===== src/rtl/red_pitaya_dfilt_cfg_ctrl.sv =====
// Coefficient shadow/active register bank for the Red Pitaya decimation filter,
// with a commit sequencer that flushes the filter and mutes its output while new taps settle.
module red_pitaya_dfilt_cfg_ctrl (
    input  logic        adc_clk_i,
    input  logic        adc_rstn_i,
    input  logic        wr_en_i,
    input  logic [1:0]  wr_addr_i,
    input  logic [24:0] wr_data_i,
    input  logic        commit_i,
    input  logic [15:0] settle_i,
    output logic [17:0] cfg_aa_o,
    output logic [24:0] cfg_bb_o,
    output logic [24:0] cfg_kk_o,
    output logic [24:0] cfg_pp_o,
    output logic        filt_rstn_o,
    output logic        mute_o,
    output logic        busy_o,
    output logic        done_o,
    output logic        pend_o,
    output logic [1:0]  fsm_state_o
);

    // Handshake: commit_i is a level sampled on each rising edge; it is accepted
    // only in IDLE, otherwise one request is remembered and replayed after DONE.

    typedef enum logic [1:0] {
        IDLE   = 2'd0,
        FLUSH  = 2'd1,
        SETTLE = 2'd2,
        DONE   = 2'd3
    } state_t;

    localparam logic [17:0] AA_RST = 18'h07D93;
    localparam logic [24:0] BB_RST = 25'h00437C7;
    localparam logic [24:0] KK_RST = 25'h0D9999A;
    localparam logic [24:0] PP_RST = 25'h0002666;

    state_t      state_q, state_d;
    logic [15:0] cnt_q, cnt_d;
    logic [15:0] settle_q;
    logic        cmt_q, cmt_d;
    logic        pend_q;
    logic        run_q;
    logic        accept;

    logic [17:0] sh_aa_q, act_aa_q;
    logic [24:0] sh_bb_q, act_bb_q;
    logic [24:0] sh_kk_q, act_kk_q;
    logic [24:0] sh_pp_q, act_pp_q;

    always_comb begin
        state_d = state_q;
        cnt_d   = cnt_q;
        accept  = 1'b0;
        case (state_q)
            IDLE: begin
                if (commit_i || cmt_q) begin
                    accept  = 1'b1;
                    state_d = FLUSH;
                    cnt_d   = 16'd0;
                end
            end
            FLUSH: begin
                // Four flush cycles: counter walks 0..3 before leaving.
                if (cnt_q[1:0] == 2'd3) begin
                    if (settle_q == 16'd0) begin
                        state_d = DONE;
                    end else begin
                        state_d = SETTLE;
                        cnt_d   = 16'd1;
                    end
                end else begin
                    cnt_d = cnt_q + 16'd1;
                end
            end
            SETTLE: begin
                if (cnt_q == settle_q) begin
                    state_d = DONE;
                end else begin
                    cnt_d = cnt_q + 16'd1;
                end
            end
            DONE: begin
                state_d = IDLE;
            end
            default: begin
                state_d = IDLE;
            end
        endcase
    end

    always_comb begin
        cmt_d = cmt_q;
        if (accept) begin
            cmt_d = 1'b0;
        end else if (state_q != IDLE && commit_i) begin
            cmt_d = 1'b1;
        end
    end

    always_ff @(posedge adc_clk_i or negedge adc_rstn_i) begin
        if (!adc_rstn_i) begin
            state_q  <= IDLE;
            cnt_q    <= 16'd0;
            settle_q <= 16'd0;
            cmt_q    <= 1'b0;
            run_q    <= 1'b0;
        end else begin
            state_q <= state_d;
            cnt_q   <= cnt_d;
            cmt_q   <= cmt_d;
            run_q   <= 1'b1;
            if (accept) begin
                settle_q <= settle_i;
            end
        end
    end

    always_ff @(posedge adc_clk_i or negedge adc_rstn_i) begin
        if (!adc_rstn_i) begin
            sh_aa_q <= AA_RST;
            sh_bb_q <= BB_RST;
            sh_kk_q <= KK_RST;
            sh_pp_q <= PP_RST;
            pend_q  <= 1'b0;
        end else begin
            if (wr_en_i) begin
                case (wr_addr_i)
                    2'd0:    sh_aa_q <= wr_data_i[17:0];
                    2'd1:    sh_bb_q <= wr_data_i;
                    2'd2:    sh_kk_q <= wr_data_i;
                    default: sh_pp_q <= wr_data_i;
                endcase
            end
            // A write on the accepting edge belongs to the next commit.
            if (wr_en_i) begin
                pend_q <= 1'b1;
            end else if (accept) begin
                pend_q <= 1'b0;
            end
        end
    end

    always_ff @(posedge adc_clk_i or negedge adc_rstn_i) begin
        if (!adc_rstn_i) begin
            act_aa_q <= AA_RST;
            act_bb_q <= BB_RST;
            act_kk_q <= KK_RST;
            act_pp_q <= PP_RST;
        end else if (accept) begin
            act_aa_q <= sh_aa_q;
            act_bb_q <= sh_bb_q;
            act_kk_q <= sh_kk_q;
            act_pp_q <= sh_pp_q;
        end
    end

    // run_q keeps the filter flushed and muted until the first edge after reset.
    assign filt_rstn_o = run_q && (state_q != FLUSH);
    assign mute_o      = !run_q || (state_q == FLUSH) || (state_q == SETTLE);
    assign busy_o      = (state_q != IDLE);
    assign done_o      = (state_q == DONE);
    assign pend_o      = pend_q;
    assign fsm_state_o = state_q;

    assign cfg_aa_o = act_aa_q;
    assign cfg_bb_o = act_bb_q;
    assign cfg_kk_o = act_kk_q;
    assign cfg_pp_o = act_pp_q;

endmodule


===== config.mk =====
export PLATFORM = sky130hd
export DESIGN_NAME = red_pitaya_dfilt_cfg_ctrl
export DESIGN_NICKNAME = d
export VERILOG_FILES = /design/src/rtl/red_pitaya_dfilt_cfg_ctrl.sv
export SDC_FILE = /design/constraint.sdc
export NUM_CORES = 1
export LEC_CHECK = 0
export ABC_AREA = 1
export CORE_UTILIZATION = 40
export CTS_CLUSTER_SIZE = 25
export DETAILED_ROUTE_END_ITERATION = 6
export SETUP_SLACK_MARGIN = 0.02
export SLEW_MARGIN = 20
export SYNTH_ARGS = -nofsm -noshare
export SYNTH_HDL_FRONTEND = slang
export SYNTH_SLANG_ARGS = --single-unit

===== constraint.sdc =====
create_clock -name adc_clk_i -period 3.7 [get_ports adc_clk_i]
set_clock_uncertainty 0.2 [all_clocks]
set_input_delay 0.74 -clock adc_clk_i [delete_from_list [all_inputs] [get_ports adc_clk_i]]
set_output_delay 0.74 -clock adc_clk_i [all_outputs]
set_load 0.05 [all_outputs]

==> metrics.txt <==
Reg-to-Reg Start=fsm_state_o[0]; Slew Viols, Final=0; synthesized cell area=about 9400 um2; largest net degree at the start of global routing=126; # rows=55; power per standard cell area=900 nW/um2; fin crit share=90.4%; Area Overhead vs Synth=27.9%; Leak Pwr=5.69 nW; Ports=147; Worst Max-Slew Pin Slew=0.724 ns; Initial Util=between 40% and 50%; Worst setup EP type=primary output; clock sinks=223; crit-path max FO=9; outcome=finished clean; Req. time, crit path=2.76 ns; fmax=around 0.3 GHz; Core ar.=about 23000 um2; RSZ-0062 raised after global routing=false; Avg WL per Cell=15.4 um; Reg clk slew, reported paths=about 0.060 ns; Post-Route WL=24.3 mm; layout cells sized above 1=a little under an eighth; initial antenna violation count=1; Bufs and invs on worst path=3; H-tree Lvls=1; CTS Buf Count=25; sequential fraction of the synthesis area=roughly 60%; cell family with most CP delay=buffers and inverters; Clock Path Buffers=3; crit path time final=3.34 ns; EDFF count, synth=0; Ys Warns=0; maximum vdd drop=484 uV; Placer Congestion=0.934; Yosys cell types=24; final core occ=52.5%; first-iteration detailed-routing DRC count=431; Post-synth top flop=dfrtp_1; syn avg cell area=8.47 um2; Routed Antenna Nets=0; Root Buffer=clkbuf_16; reg-to-reg endpoint=pend_o; die width=about 160 um; fin cells=1578; asr flop ratio synth=100%; worst r2r path cells=7; total grt overflow=0; DRC=0; endpoints failing hold=0; post-cts sizing count=0; Worst-Skew Late Latency=~0.53 ns; Final Net Count=1300; DP HPWL=~16 mm; vias in the first global route=between 7000 and 8000; post-synthesis instance total=1108; Setup-failing EPs final=0; via count=7500; CTS tree=yes; Total Routing Usage GR=20.8%; Hold Crit Class=input pin to asynchronous set/reset pin; fillers=2298; Placed Cells=around 1500; crit-path max cell delay=~0.8 ns; Worst slew margin=51.8%; Pre-Repair DR Iteration Count=5; Port Buffer Count=about 150; max-cap viol count=0; setup total negative slack=0 ns; Vias/cell=roughly 4.8; first-pass GRT wire length=39.4 mm; CTS Hold Bufs=0; CP Class=flip-flop to primary output; Synth top area share=37.6%; Setup Buffers After CTS=0; antenna diode count=0; Critical Path Slowest Stage Cell=clkdlybuf4s50_1; die height=155 um; WP data arrival=2.40 ns; r2r setup slk=between 1 and 1.5 ns; post-synth top area cell=dfrtp_1; largest cells by area after synthesis=dfrtp_1 38%, dfstp_2 23%, nand2_1 21%; net count after synthesis=between 1000 and 1500; Die ar.=roughly 24000 um2; Synth Register Bits=223; top-count cell post-synth=nand2_1; critical-path cell list=inv_1, ha_1, buf_4, nor2_1, clkdlybuf4s50_1; critical path launch point type=flip-flop; synth cell count leaders=514 x nand2_1, 141 x dfrtp_1, 134 x o21ai_0
[worst max path at each step]
stage,start,to,slack (ns),depth (start not counted)
finish,fsm_state_o[1],filt_rstn_o,0.36,5
global route,fsm_state_o[1],filt_rstn_o,0.24,5
CTS,fsm_state_o[1],filt_rstn_o,0.32,5
detailed placement,commit_i,pend_o,0.78,6
global placement,commit_i,pend_o,0.81,6
floorplan,fsm_state_o[1],mute_o,0.38,5
[final cells by class]
| class | count | area [um2] | area share (%) |
|---|---|---|---|
| clock inverter | 12 | 125 | 1.04 |
| tap | 313 | 392 | 3.26 |
| timing repair buffer | 159 | 1600 | 13.3 |
| multi-input combinational | 759 | 3210 | 26.8 |
| clock buffer | 34 | 689 | 5.75 |
| inverter | 78 | 294 | 2.45 |
| sequential | 223 | 5680 | 47.4 |
[power breakdown]
group / internal [W] / leakage (nW) / total (W) / switching, W
sequential: 0.00333 / 2.65 / 0.00379 / 0.000459
combinational: 0.00135 / 2.63 / 0.00456 / 0.00322
clock: 0.00145 / 0.410 / 0.00246 / 0.00100
total: 0.00613 / 5.69 / 0.0108 / 0.00468
[per-stage QoR]
stage | hold WS, ns | cell area [um2] | power [W] | setup slack [ns]
2_1_floorplan | 0.244 | 9380 | 0.00683 | 0.376
4_1_cts | 0.0494 | 12000 | 0.0109 | 0.319
5_1_grt | 0.0671 | 12000 | 0.0114 | 0.241
6_report | 0.0109 | 12000 | 0.0108 | 0.355
3_3_place_gp | 0.249 | 11200 | 0.00839 | 0.805
3_5_place_dp | 0.255 | 11200 | 0.00843 | 0.782
[worst register-to-register path: cells and delay by family, from the launching register on]
family	cells	cell delay [ns]
buffers and inverters	4	1.18
DFF	1	0.45
adders and majority gates	1	0.31
AOI/OAI and AO/OA	1	0.18
and+or+nand+nor	1	0.16
[registers in the layout, indices dropped and copies added (netlist names)]
register,flops
sh_bb_q,25
sh_aa_q,18
cfg_bb_o,25
sh_kk_q,25
cnt_q,16
settle_q,16
cfg_aa_o,18
cfg_kk_o,25
fsm_state_o,2
pend_o,1
cmt_q,1
run_q,1
sh_pp_q,25
cfg_pp_o,25
[cells in the final DEF (no fill, tap or decap), types with 6 or more instances in the layout]
master,count
clkbuf_16,25
nand3_1,29
nand2_1,514
nand4_1,13
inv_2,7
clkinv_2,10
dfstp_2,82
ha_1,7
clkbuf_1,6
clkdlybuf4s50_1,145
dfrtp_1,141
buf_4,10
nor2_1,39
inv_1,70
o21ai_0,134
[kinds of logic (layout without fill, tap and decap cells)]
| kind of cell | after synthesis | in the layout | synth area share (%) |
|---|---|---|---|
| xor gates and xnor gates | 2 | 2 | 0.187 |
| AOI/OAI and AO/OA | 147 | 147 | 7.91 |
| adders and majority gates | 7 | 7 | 0.933 |
| buffers and inverters | 126 | 283 | 5.40 |
| DFF | 223 | 223 | 60.6 |
| and+or+nand+nor | 602 | 602 | 25.0 |
| other | 1 | 1 | 0.0400 |
[per-layer routing]
layer | GRT usage (%) | wire (um)
met1 | 26.8 | 10800
met2 | 34.9 | 11500
met3 | 4.87 | 1370
met4 | 5.94 | 579
met5 | 0 | 0
Power figures use the tool's default switching activity.
